$ cat config.mk
export PLATFORM = sky130hd
export DESIGN_NAME = crc_engine
export DESIGN_NICKNAME = d
export VERILOG_FILES = /design/src/rtl/crc_engine.sv
export SDC_FILE = /design/constraint.sdc
export NUM_CORES = 1
export LEC_CHECK = 0
export CAP_MARGIN = 20
export CORE_MARGIN = 3
export CORE_UTILIZATION = 43
export DETAILED_ROUTE_END_ITERATION = 6
export GPL_ROUTABILITY_DRIVEN = 1
export PLACE_DENSITY_LB_ADDON = 0.1
export SLEW_MARGIN = 20
export SYNTH_ARGS = -nofsm -noshare
export SYNTH_HDL_FRONTEND = slang
export SYNTH_SLANG_ARGS = --single-unit
$ cat constraint.sdc
create_clock -name CLK -period 5.2 [get_ports CLK]
set_input_delay 0.52 -clock CLK [delete_from_list [all_inputs] [get_ports CLK]]
set_output_delay 0.52 -clock CLK [all_outputs]
set_load 0.005 [all_outputs]
$ cat src/rtl/crc_engine.sv
// crc_engine: parametrised CRC accumulator with a start/ready/done handshake.
// Folds BITS_PER_CYCLE bits of a latched data word per clock using a
// run-time polynomial.
// Optional build macro: CRC_REFLECT_EN selects LSB-first folding and a
// bit-reversed crc_data_out. When it is undefined, folding is MSB-first and
// the output is the raw register.
module crc_engine #(
    parameter int CRC_WIDTH      = 32,
    parameter int DATA_WIDTH     = 32,
    parameter int BITS_PER_CYCLE = 1
) (
    input  logic                  CLK,
    input  logic                  nRST,
    input  logic                  crc_start,
    input  logic                  crc_reset,
    input  logic [DATA_WIDTH-1:0] crc_data_in,
    input  logic [CRC_WIDTH-1:0]  crc_seed,
    input  logic [CRC_WIDTH-1:0]  crc_poly,
    output logic                  crc_ready,
    output logic                  crc_done,
    output logic [CRC_WIDTH-1:0]  crc_data_out
);

    // Number of fold cycles per word, and the slice counter sized to hold N-1.
    localparam int N     = DATA_WIDTH / BITS_PER_CYCLE;
    localparam int CNT_W = (N > 1) ? $clog2(N) : 1;
    localparam logic [CNT_W-1:0] LAST_SLICE = CNT_W'(N - 1);

    typedef enum logic {
        IDLE = 1'b0,
        BUSY = 1'b1
    } state_t;

    state_t                r_state;
    logic [CRC_WIDTH-1:0]  r_crc;
    logic [CRC_WIDTH-1:0]  r_poly;
    logic [DATA_WIDTH-1:0] r_shift;
    logic [CNT_W-1:0]      r_cnt;
    logic                  r_ready;
    logic                  r_done;

    // w_stage[k] is the CRC after k bits of the current slice have been folded.
    logic [CRC_WIDTH-1:0]      w_stage [0:BITS_PER_CYCLE];
    logic [BITS_PER_CYCLE-1:0] w_bits;
    logic [DATA_WIDTH-1:0]     w_shift_next;

    assign w_stage[0] = r_crc;

    genvar gi;
    generate
`ifdef CRC_REFLECT_EN
        // LSB-first: the next slice sits at the bottom of the shift register.
        for (gi = 0; gi < BITS_PER_CYCLE; gi++) begin : g_bits_lsb
            assign w_bits[gi] = r_shift[gi];
        end
        assign w_shift_next = r_shift >> BITS_PER_CYCLE;
`else
        // MSB-first: the next slice sits at the top of the shift register.
        for (gi = 0; gi < BITS_PER_CYCLE; gi++) begin : g_bits_msb
            assign w_bits[gi] = r_shift[DATA_WIDTH-1-gi];
        end
        assign w_shift_next = r_shift << BITS_PER_CYCLE;
`endif

        // One LFSR step per data bit, chained combinationally within the cycle.
        for (gi = 0; gi < BITS_PER_CYCLE; gi++) begin : g_fold
            logic w_fb;
            assign w_fb = w_stage[gi][CRC_WIDTH-1] ^ w_bits[gi];
            assign w_stage[gi+1] = {w_stage[gi][CRC_WIDTH-2:0], 1'b0}
                                 ^ (w_fb ? r_poly : '0);
        end

`ifdef CRC_REFLECT_EN
        // The result is presented bit-reversed; the internal register stays unreflected.
        for (gi = 0; gi < CRC_WIDTH; gi++) begin : g_out_rev
            assign crc_data_out[gi] = r_crc[CRC_WIDTH-1-gi];
        end
`else
        assign crc_data_out = r_crc;
`endif
    endgenerate

    assign crc_ready = r_ready;
    assign crc_done  = r_done;

    // Handshake FSM: accept or seed in IDLE, fold one slice per cycle in BUSY.
    always_ff @(posedge CLK or negedge nRST) begin
        if (!nRST) begin
            r_state <= IDLE;
            r_crc   <= '0;
            r_poly  <= '0;
            r_shift <= '0;
            r_cnt   <= '0;
            r_ready <= 1'b1;
            r_done  <= 1'b0;
        end else begin
            case (r_state)
                IDLE: begin
                    r_done <= 1'b0;
                    // A simultaneous seed load and start folds the word from the seed.
                    if (crc_reset) begin
                        r_crc <= crc_seed;
                    end
                    if (crc_start) begin
                        r_shift <= crc_data_in;
                        r_poly  <= crc_poly;
                        r_cnt   <= '0;
                        r_ready <= 1'b0;
                        r_state <= BUSY;
                    end
                end
                BUSY: begin
                    // Start and seed requests are ignored here, not queued.
                    r_crc   <= w_stage[BITS_PER_CYCLE];
                    r_shift <= w_shift_next;
                    if (r_cnt == LAST_SLICE) begin
                        r_state <= IDLE;
                        r_ready <= 1'b1;
                        r_done  <= 1'b1;
                    end else begin
                        r_cnt <= r_cnt + CNT_W'(1);
                    end
                end
                default: begin
                    r_state <= IDLE;
                end
            endcase
        end
    end

endmodule

==> results of run 1 <==
## Yosys cell counts (all sizes together) (2+ instances only)
cell type,number
a211oi,31
a22o,2
a31oi,31
buf,19
clkbuf,20
dfrtp,103
ha,3
inv,34
mux2,4
mux2i,34
nand2,64
nor2,3
nor2b,33
o21ai,95
or3,31
## area by class of cell
type	count	area (um^2)
fill	968	4380
sequential	104	2610
multi-input combinational	336	2060
timing repair buffer	138	1360
clock buffer	9	225
tap	140	175
inverter	34	128
clock inverter	7	101
## worst paths after layout
kind                             start              end  slack, ns  cells past startpoint
setup reg to reg               r_state         r_cnt[3]       3.06                      4
hold reg to reg            r_shift[30]      r_shift[31]       0.48                      2
setup / recovery             crc_start         r_cnt[3]       2.79                      5
min in group CLK           r_shift[30]      r_shift[31]       0.48                      2
max in group asynchronous         nRST          r_state       3.84                      2
hold / removal                    nRST  crc_data_out[8]       0.29                      1
## registers in the layout, indices dropped and copies added (netlist names)
| signal | cells |
|---|---|
| r_poly | 32 |
| crc_ready | 1 |
| crc_done | 1 |
| r_state | 1 |
| r_cnt | 5 |
| crc_data_out | 32 |
| r_shift | 32 |
## kinds of logic after synthesis
| family | Yosys count |
|---|---|
| AO/OA/AOI/OAI | 161 |
| XOR/XNOR | 1 |
| adder cells (fa/ha/maj) | 3 |
| buffers and inverters | 73 |
| flip-flops | 104 |
| multiplexers | 38 |
| AND/OR/NAND/NOR | 133 |
## critical path, stage by stage
cell and delay (ns):
buf_2 0.72, nor2b_4 0.59, buf_4 0.44, nor2_1 0.07, mux2_2 0.27
## power groups by stage
stage	logic [mW]	registers, mW	clock network, mW
2_1_floorplan	0.954	1.40	0
3_3_place_gp	1.47	1.45	0
3_5_place_dp	1.52	1.45	0
4_1_cts	1.53	1.45	0.750
5_1_grt	1.72	1.50	0.783
6_report	1.51	1.45	0.737
## cells in the final DEF, fill, tap and decap left out, types with 31 or more instances in the layout
cell type,synthesis,final
inv_1,34,34
clkdlybuf4s50_1,0,130
a211oi_1,31,31
nor2b_1,33,32
o21ai_0,95,95
dfrtp_1,103,102
or3_1,31,31
nand2_1,64,64
mux2i_1,34,34
a31oi_1,31,31
## layer usage
metal | track usage [%] | part of all wire, % | vias to the layer above
met5 | 0 | 0 | -
met4 | 5.45 | 1.1 | 0
met3 | 4.28 | 5.7 | 9
met2 | 28.6 | 46 | 99
met1 | 26.7 | 47 | 1888
li1 | - | - | 2002
## per-stage QoR
step	util [%]	setup slack, ns	hold WS [ns]
CTS	60.3	2.78	0.324
detailed placement	57.3	2.44	0.467
global route	60.3	2.63	0.352
global placement	57.3	2.45	0.460
finish	60.3	2.79	0.286
floorplan	-	3.41	0.224
==> impl_metrics.toml, run 1 <==
[synthesis]
netlist_instances = 513
synth_fa_ha_area_share_pct = 0.760
synthFlopType = "dfrtp_1"
synth_top_area_share_pct = 52.2
synthArstFlopShare_pct = 100
synth_top_family_by_area = "compound AO/OA/AOI/OAI gates"
synth-seq-area-share_pct = 52.7
synth_simple_gate_area_share_pct = 13.4
yosys_register_bits = 104
synth-compound-area-share_pct = 18.9
netlist_area_um2 = 4940
syn_avg_cell_area_um2 = 9.63
synthTopCellsByArea = "dfrtp_1 52%, o21ai_0 9.6%, mux2i_1 6.9%"
yosysUniqueCellTypes = 24
synthXorXnorAreaFrac_pct = 0.329
yosys_warnings = 0
synth_edf_count = 0
synth_largest_area_cell = "dfrtp_1"
synthMuxAreaShare_pct = 7.80
syn_nets = 616

[floorplan]
core_um2 = 11000
die_h_um = 113
rows = 38
die_w_um = 113
fp.dieArea_um2 = 12800
ioPinCount = 134
initial_utilization_pct = 44.8

[global_routing]
first_global_vias = 3919
grt_remaining_overflow = 0
antenna_found_initial = 0
track_usage_pct = 18.7
grt_start_max_net_pins = 131
grt_pass1_wl_um = 19600

[setup_path]
crit_type = "primary input to register"
critPathArrivalTime_ns = 2.63
crit_required_ns = 5.41
critPathMaxFanout = 44
cp-end-kind = "register"
startpoint_type = "primary input"

[timing]
fmax_ghz = 0.415
setup_viol = 0
fin_crit_ns = 2.41
hold_viol_final = 0
worst_pin_slew_ns = 0.961
fin_crit_sh_pct = 46.4
rsz0062_at_grt = "false"
setup_tns_ns = 0
slew_headroom_pct = 35.9
clock_skew_ns = 0.0116
finalMaxSlewViolations = 0

[power_and_ir_drop]
p_comb_share_pct = 40.8
finalPower_mw = 3.69
p_leak_nw = 2.81
clockPowerShare_pct = 20.0
irDropWorstVdd_mv = 0.290
seqPwrFrac_pct = 39.2
p_int_mw = 2.39
power.density_nw_per_um2 = 554
swShare_pct = 35.3
power.switching_mw = 1.30

[drt]
vias_per_cell = 5.21
vias = 3998
drc = 0
wl_per_cell_um = 15.3
dr.pass1.iters = 4
wirelength_um = 11700
drt_iter0_markers = 339
ant_nets = 0

[placement]
dp_cells = 752
dp_hpwl_um = 7730
placed_area_um2 = 6320
gp_congestion = 0.786
port_buffers = 133

[finish]
drive_gt1_share_pct = 5.10
instances_no_fill = 768
syn_to_final_growth_pct = 34.6
diodes = 0
design_area_um2 = 6650
nNetsFinal = 726

[clocking]
clkSlewWorstSetupHoldPaths_ns = 0.07
clock_latency_ns = 0.34
post-cts-setup-buffer-count = 0
clockRootBuffer = "clkbuf_16"
cts_tree = "done"
clock_path_buffers = 2
cts_buffers = 9
cts_resized = 0
hold_buffers = 0
cts_num_sinks = 104
htreeDepth = 3

[run]
cap_violations = 0

[status]
outcome = "finished clean"

[worst_hold_path]
hold_class = "primary input to asynchronous set/reset pin"
No activity file was read; power rests on OpenSTA's default activity.
==> inputs of run 2 (changes only) <==
Clock period 5.2 ns to 2.1 ns, I/O delays scaled along.
==> run 2 against run 1 <==
  * Total power rose by 140%
  * Critical path depth is 1 higher
  * Final cell count increased by 0.78%
  * Sequential power is 150% higher
  * Cell area up 0.71%
  * Clock skew decreased by 0.0046 ns
  * Flip-flop and latch count did not move
  * Utilization is 0.43 points higher
  * Highest routed layer unchanged
  * First-iteration DRC count shrank 40%
  * Clock power rose by 120%
  * Count of clock-buffer cells in the layout unchanged
  * Routed wire length increased by 1.2%
==> impl_metrics.toml, run 2 (synthesis gave the netlist of run 1 again) <==
[clocking]
clkSlewWorstSetupHoldPaths_ns = 0.07
clock_latency_ns = 0.34
htreeDepth = 3
clock_path_buffers = 2
cts_num_sinks = 104
cts_buffers = 9
cts_tree = "done"
post-cts-setup-buffer-count = 0
clockRootBuffer = "clkbuf_16"

[setup_path]
cp-end-kind = "register"
crit_path_frequent_cell = "ha_1"
slowest_delay_ns = 0.40
critical_path_depth = 6
crit_type = "register to register"
worstReg2RegEnd = "r_cnt[2]"
worst-path-buf-inv = 0
r2r_setup_slack_ns = 0.17
startpoint_type = "register"
worstPathCellList = "ha_1, and3_1, ha_1, nor2b_1, mux2_2, mux2i_1"
critPathTopFamily = "multiplexers"
worstReg2RegStart = "r_cnt[0]"
crit_start = "r_cnt[0]"
critPathMaxFanout = 4
r2r_cells = 6
crit_required_ns = 2.35
slowest_stage = "dfrtp_1"
crit_end = "r_cnt[2]"
critPathArrivalTime_ns = 2.18

[timing]
fin_crit_ns = 1.93
fin_crit_sh_pct = 91.7
hold_viol_final = 0
setup_viol = 0
fin_ws_ns = 0.175
setup_tns_ns = 0
finalMaxSlewViolations = 0
rsz0062_at_grt = "false"
slew_headroom_pct = 61.9
worst_pin_slew_ns = 0.571
fmax_ghz = 0.519
clock_skew_ns = 0.00696

[worst_hold_path]
holdCritStartpoint = "crc_start"
hold_class = "primary input to register"

[placement]
dp_hpwl_um = 7920
port_buffers = 133
dp_slack_ns = 0.190
gp_congestion = 0.763

[floorplan]
fp.dieArea_um2 = 12800
rows = 38
initial_utilization_pct = 44.8
die_h_um = 113
die_w_um = 113
ioPinCount = 134
core_um2 = 11000

[status]
outcome = "finished clean"

[power_and_ir_drop]
power.density_nw_per_um2 = 1350
irDropWorstVdd_mv = 0.783
p_leak_nw = 2.83

[finish]
diodes = 0
multi_input_area_um2 = 2060
regArea_um2 = 2610
fill_cells = 992
syn_to_final_growth_pct = 35.6
drive_gt1_share_pct = 5.84
nNetsFinal = 732
final_cell_mix = "130 x clkdlybuf4s50_1, 102 x dfrtp_1, 95 x o21ai_0, 64 x nand2_1"
mostFrequentLayoutCell = "clkdlybuf4s50_1"

[global_routing]
track_usage_pct = 19.0
grt_start_max_net_pins = 105
grt_pass1_wl_um = 19900
grt_remaining_overflow = 0
antenna_found_initial = 0
first_global_vias = 4042

[drt]
vias_per_cell = 5.24
dr.pass1.iters = 4
wirelength_um = 11900
vias = 4055
drc = 0
wl_per_cell_um = 15.3
ant_nets = 0
drt_iter0_markers = 205

[run]
cap_violations = 0
[run 2: cell count changes in the layout (fill, tap and decap cells not counted)]
cell	delta
bufinv_16	-2
buf_6	-1
inv_6	+1
buf_12	+4
dlygate4sd3_1	+1
buf_4	+2
clkinv_2	+1
[run 2: final cells by class]
cell class                      instances  share of cell area (%)
Sequential cell                       104                    38.9
Multi-Input combinational cell        336                    30.7
Inverter                               34                    1.90
Clock inverter                          7                   0.822
Tap cell                              140                    2.61
Timing Repair Buffer                  144                    21.7
Clock buffer                            9                    3.36
[run 2: how the worst min path moves through the flow]
stage / cells past startpoint / slack (ns) / to
2_1_floorplan: 0 / -0.09 / crc_data_out[0]
3_3_place_gp: 2 / 0.32 / crc_data_out[8]
3_5_place_dp: 2 / 0.33 / r_poly[8]
4_1_cts: 3 / 0.37 / r_poly[28]
5_1_grt: 3 / 0.37 / r_poly[27]
6_report: 3 / 0.37 / r_poly[24]
[run 2: metrics by stage]
stage	utilization (%)	cells	power [mW]	instance area [um^2]	hold WS (ns)
6_report	60.7	774	9.03	6700	0.368
5_1_grt	60.7	774	9.86	6700	0.372
4_1_cts	60.7	774	9.15	6700	0.365
3_5_place_dp	58.1	757	7.51	6410	0.325
3_3_place_gp	58.1	757	7.35	6410	0.322
2_1_floorplan	-	513	5.84	4940	-0.0856
[run 2: repair_timing]
action                    4_1_cts  5_1_grt
gates resized for setup         0        0
hold buffers                    1        0
hold endpoints to repair      103        0
[run 2: routing by layer]
metal	wire length (um)	global-route usage (%)
met5	0	0
met4	72	3.77
met3	683	5.72
met2	5430	30.0
met1	5670	26.3
[run 2: power by group]
group,internal [mW],switching [mW]
clock network,0.817,0.771
registers,3.00,0.592
logic,1.96,1.90
total,5.77,3.26
[run 2: tightest hold or removal path: stages]
cell,delay (ns)
buf_2,0.12
nor2b_4,0.19
o21ai_0,0.15
